==> src/rtl/ped_req_pkg.sv <==
// rtl/ped_req_pkg.sv - shared state enum and default parameters for the pedestrian request conditioner.
package ped_req_pkg;

  localparam int DEF_SYNC_STAGES     = 2;
  localparam int DEF_DEBOUNCE_CYCLES = 4;
  localparam int DEF_LOCKOUT_CYCLES  = 16;
  localparam logic [7:0] PRESS_COUNT_MAX = 8'd255;

  typedef enum logic [1:0] {
    ST_IDLE,
    ST_DEBOUNCE,
    ST_HELD,
    ST_LOCKOUT
  } ped_req_state_t;

endpackage

==> src/rtl/ped_sync.sv <==
// rtl/ped_sync.sv - multi-flop synchronizer for the asynchronous button input, cleared to 0 on reset.
module ped_sync #(
  parameter int STAGES = 2
) (
  input  logic clk,
  input  logic reset,
  input  logic i_async,
  output logic o_sync
);

  logic [STAGES-1:0] r_sync;

  always_ff @(posedge clk) begin
    if (reset) begin
      r_sync <= '0;
    end else begin
      r_sync <= {r_sync[STAGES-2:0], i_async};
    end
  end

  assign o_sync = r_sync[STAGES-1];

endmodule

==> src/rtl/ped_request_conditioner.sv <==
// rtl/ped_request_conditioner.sv - debounces the pedestrian button into a held request plus press strobe.
// Optional accepted-press counter enabled by defining PED_REQ_COUNT_EN.
module ped_request_conditioner
  import ped_req_pkg::*;
#(
  parameter int SYNC_STAGES     = DEF_SYNC_STAGES,
  parameter int DEBOUNCE_CYCLES = DEF_DEBOUNCE_CYCLES,
  parameter int LOCKOUT_CYCLES  = DEF_LOCKOUT_CYCLES
) (
  input  logic       clk,
  input  logic       reset,
  input  logic       button_raw,
  input  logic       req_ack,
  output logic       req,
  output logic       press_pulse,
  output logic       busy,
  output logic [7:0] press_count
);

  localparam int DB_W = $clog2(DEBOUNCE_CYCLES + 1);
  localparam int LK_W = $clog2(LOCKOUT_CYCLES + 1);
  localparam logic [DB_W-1:0] DB_MAX = DB_W'(DEBOUNCE_CYCLES);
  localparam logic [LK_W-1:0] LK_MAX = LK_W'(LOCKOUT_CYCLES);

  ped_req_state_t  r_state;
  logic [DB_W-1:0] r_db_cnt;
  logic [LK_W-1:0] r_lk_cnt;
  logic            r_press_pulse;
  logic            r_req;
  logic            w_btn_s;
  logic            w_accept;

  ped_sync #(
    .STAGES (SYNC_STAGES)
  ) u_sync (
    .clk     (clk),
    .reset   (reset),
    .i_async (button_raw),
    .o_sync  (w_btn_s)
  );

  assign w_accept = (r_state == ST_DEBOUNCE) && w_btn_s && (r_db_cnt == DB_MAX);

  always_ff @(posedge clk) begin
    if (reset) begin
      r_state       <= ST_IDLE;
      r_db_cnt      <= '0;
      r_lk_cnt      <= '0;
      r_press_pulse <= 1'b0;
      r_req         <= 1'b0;
    end else begin
      r_press_pulse <= w_accept;
      // A new press always wins over an acknowledge in the same cycle.
      r_req         <= w_accept | (r_req & ~req_ack);
      case (r_state)
        ST_IDLE: begin
          if (w_btn_s) begin
            r_state  <= ST_DEBOUNCE;
            r_db_cnt <= DB_W'(1);
          end
        end
        ST_DEBOUNCE: begin
          if (!w_btn_s) begin
            r_state  <= ST_IDLE;
            r_db_cnt <= '0;
          end else if (r_db_cnt == DB_MAX) begin
            r_state  <= ST_HELD;
            r_db_cnt <= '0;
          end else begin
            r_db_cnt <= r_db_cnt + DB_W'(1);
          end
        end
        ST_HELD: begin
          if (!w_btn_s) begin
            r_state  <= ST_LOCKOUT;
            r_lk_cnt <= LK_W'(1);
          end
        end
        ST_LOCKOUT: begin
          if (r_lk_cnt == LK_MAX) begin
            r_state  <= ST_IDLE;
            r_lk_cnt <= '0;
          end else begin
            r_lk_cnt <= r_lk_cnt + LK_W'(1);
          end
        end
        default: r_state <= ST_IDLE;
      endcase
    end
  end

  assign req         = r_req;
  assign press_pulse = r_press_pulse;
  assign busy        = (r_state != ST_IDLE);

`ifdef PED_REQ_COUNT_EN
  logic [7:0] r_press_count;

  always_ff @(posedge clk) begin
    if (reset) begin
      r_press_count <= 8'd0;
    end else if (w_accept && (r_press_count != PRESS_COUNT_MAX)) begin
      r_press_count <= r_press_count + 8'd1;
    end
  end

  assign press_count = r_press_count;
`else
  assign press_count = 8'd0;
`endif

endmodule

==> config.mk <==
export PLATFORM = sky130hd
export DESIGN_NAME = ped_request_conditioner
export DESIGN_NICKNAME = d
export VERILOG_FILES = /design/src/rtl/ped_req_pkg.sv /design/src/rtl/ped_sync.sv /design/src/rtl/ped_request_conditioner.sv
export SDC_FILE = /design/constraint.sdc
export NUM_CORES = 1
export LEC_CHECK = 0
export BUFFER_PORTS_ARGS = -buffer_cell sky130_fd_sc_hd__buf_2
export CORE_UTILIZATION = 40
export CTS_CLUSTER_SIZE = 16
export DETAILED_ROUTE_END_ITERATION = 16
export PLACE_DENSITY = 0.71
export SETUP_SLACK_MARGIN = 0.05
export SLEW_MARGIN = 20
export SYNTH_ARGS = -nofsm -noshare
export SYNTH_HDL_FRONTEND = slang
export SYNTH_HIERARCHICAL = 1
export SYNTH_SLANG_ARGS = --single-unit
==> constraint.sdc <==
create_clock -name clk -period 2.1 [get_ports clk]
set_input_delay 0 -clock clk [delete_from_list [all_inputs] [get_ports clk]]
set_output_delay 0 -clock clk [all_outputs]
set_load 0.05 [all_outputs]
==> results.yml <==
power:
  total_power_uw: 477
  leakage_uw: 0.000324
  irDropWorstVdd_mv: 0.381
  power.density_cell_area_nw_per_um2: 598
  cell_internal_pwr_uw: 346
  power.switching_fraction: 0.276
  p_sw_uw: 132
  clock_power_share: 0.316
  combPwrFrac: 0.114
  pwr-share-seq: 0.570
grt:
  grt_pass1_vias: 503
  number_of_antenna_violations_at_the_first_check_in_global_routing: 0
  grt_pass1_wl_um: 2020
  grt_use_total: 0.141
  largest_net_degree_at_the_start_of_global_routing: 15
  total_overflow_reported_by_the_global_router: 0
placed_design:
  hpwlAfterDp_um: 893
  gp_congestion: 0.773
  buffer_ports.inserted: 6
  placement.cell_area_sq_um: 756
setup_path:
  worstPathArrival_ns: 1.38
  crit_path_start_kind: "register"
  timing.critical_path.buf_inv: 2
  critical-path-max-stage-delay_ns: 0.54
  timing.critical_path.required_ns: 2.10
  critical-path-top-delay-family: "flip-flops"
  ff2ff_path_depth: 5
  critPathSlowestCell: "sky130_fd_sc_hd__dfxtp_1"
  worst_path_max_fanout: 10
  critPathCaptureType: "primary output"
  crit_path_class: "register to primary output"
  crit_cells: 3
  crit_chain: "inv_1, nand2_1, buf_2"
die:
  fp-row-count: 15
  die_w_um: 45.4
  design.die.area_sq_um: 2060
  die_height_um: 45.4
  i_o_pin_total: 15
  start_util: 0.432
  fp.coreArea_sq_um: 1750
timing:
  skew_ns: 0.00646
  fin_hold_viols: 0
  maxClockFrequency_ghz: 0.727
  final.min_clock_period_ns: 1.38
  layout_worst_path_cycle_share: 0.655
  grt_setup_unrepaired: "no"
  setup-tns-final_ns: 0
  setup_viol: 0
  report.final.slew_viol_count: 0
clocking:
  clock_tree.htree_level_count: 1
  clk-insertion-delay-late_ns: 0.29
  tritoncts: "yes"
  cts_inserted_buffers: 3
  clk_path_buf_depth: 2
  cts.root.buffer_cell: "sky130_fd_sc_hd__clkbuf_4"
  postCtsSetupBuffers: 0
  tritoncts_num_sinks: 14
  clock_slew_at_reported_path_ffs_ns: 0.08
layout:
  layout.nets: 102
  layout-drive-gt1-share: 0.130
  layout.cell_area.non_filler_sq_um: 798
  utilization: 0.457
  area_delta_synth_final_pct: 5.80
  antenna-diode-count: 0
synthesis:
  synth.yosys.seq_area_share: 0.371
  synthesis.area_sq_um: 754
  syn-mean-instance-area_sq_um: 8.88
  post_synth_num_cell_types: 29
  post_synth_inst_count: 85
  synth_warnings: 6
  ys_ff_latch: 14
flow_run:
  max_cap_violations: 0
detailed_routing:
  drc: 0
  drtAntennaViolNets: 0
  detailroute.via_count: 580
  totalWireLength_um: 1300
  drt_iter0_drcs: 9
  avgRoutedWirePerCell_um: 11.1
  via_per_inst: 4.96
  dr.pass1.iters: 5
hold_path:
  hold_path_class: "input port to register"
  worst_hold_path.num_cells: 2
run_status:
  run_status: "finished clean"
layout by cell type, fill, tap and decap left out, types with 4 or more instances in the layout:
master	n
sky130_fd_sc_hd__ha_1	4
sky130_fd_sc_hd__dfxtp_1	14
sky130_fd_sc_hd__inv_1	6
sky130_fd_sc_hd__nand2_1	5
sky130_fd_sc_hd__a21oi_1	7
sky130_fd_sc_hd__o21ai_0	6
sky130_fd_sc_hd__nand3_1	4
sky130_fd_sc_hd__buf_2	6
sky130_fd_sc_hd__conb_1	8
per-layer routing:
metal | vias up | track usage | routed length (um)
li1 | 299 | - | -
met1 | 266 | 0.172 | 599
met2 | 10 | 0.211 | 620
met3 | 5 | 0.0714 | 58
met4 | 0 | 0.0545 | 21
met5 | - | 0 | 0
flip-flops by register name, indices dropped and copies added, names as in the netlist, named ones only:
signal and cells:
r_lk_cnt 5, u_sync/r_sync 2, press_pulse 1, r_state 1
req 1, r_db_cnt 3
cells in the mapped netlist, drive strengths merged:
library cell | count | area, sq um
nand4 | 2 | 12.5
nand4b | 1 | 8.76
conb | 1 | 3.75
and2 | 1 | 6.26
nand2b | 2 | 12.5
nor3b | 2 | 15.0
a221oi | 2 | 30.0
nand4bb | 1 | 11.3
nor2 | 2 | 7.51
o31ai | 1 | 7.51
nor2b | 3 | 18.8
and3b | 1 | 8.76
dfxtp | 14 | 280
clkbuf | 1 | 3.75
inv | 6 | 22.5
nand3 | 4 | 20.0
a31oi | 2 | 12.5
nand2 | 6 | 30.0
mux2i | 1 | 10.0
a211oi | 1 | 7.51
o211ai | 1 | 7.51
a21oi | 7 | 35.0
and2b | 1 | 7.51
ha | 4 | 50.1
o21ai | 6 | 30.0
buf | 10 | 82.6
or3 | 2 | 12.5
kinds of logic (layout without fill, tap and decap cells):
kind of cell,count (synthesis),count (layout),synth area share
mux,1,1,0.0133
simple gates,28,28,0.227
compound gates,20,20,0.172
buf+inv,17,17,0.144
flops,14,14,0.371
other cells,1,8,0.00497
fa+ha+maj,4,4,0.0663
metrics by stage:
step,hold slack (ns),setup slack (ns),cells
after floorplan,0.0662,0.995,92
after global placement,0.214,0.865,112
after detailed placement,0.223,0.863,112
after CTS,0.0563,0.737,117
after global routing,0.0730,0.642,117
final,0.0504,0.725,117
worst reg2reg max path: cells and delay by family (launching register included):
family	cells	cell delay (ns)
buffers and inverters	1	0.08
DFF	1	0.36
muxes	1	0.12
adders and majority gates	1	0.19
AOI/OAI and AO/OA	1	0.21
and+or+nand+nor	1	0.20
power groups by stage:
stage               Combinational (uW)  Clock [uW]  Sequential [uW]
finish                            54.6         151              272
global route                      57.8         167              273
CTS                               54.4         156              272
detailed placement                51.5           0              278
global placement                  51.0           0              278
floorplan                         58.9           0              276
worst paths after layout:
check	start	end	slack [ns]
setup / recovery	register	busy	0.72
hold reg to reg	u_sync/r_sync[0]$_SDFF_PP0_	u_sync/r_sync[1]$_SDFF_PP0_	0.44
hold / removal	reset	press_pulse$_SDFF_PP0_	0.05
setup reg to reg	r_lk_cnt[0]$_SDFFE_PP0P_	r_state[0]$_SDFFE_PP0P_	0.85
what timing repair did:
item	4_1_cts	5_1_grt
endpoints found under the setup margin	0	0
endpoints found under the hold margin	2	0
resized for setup	0	0
hold buffers	2	0
final cells by class:
class | instances | area (sq um)
inverter | 6 | 22.5
multi-input combinational | 61 | 392
clock buffer | 3 | 22.5
sequential | 14 | 280
timing repair buffer | 8 | 50.0
tap | 25 | 31.3
fill | 177 | 947
No activity file was read; power rests on OpenSTA's default activity.
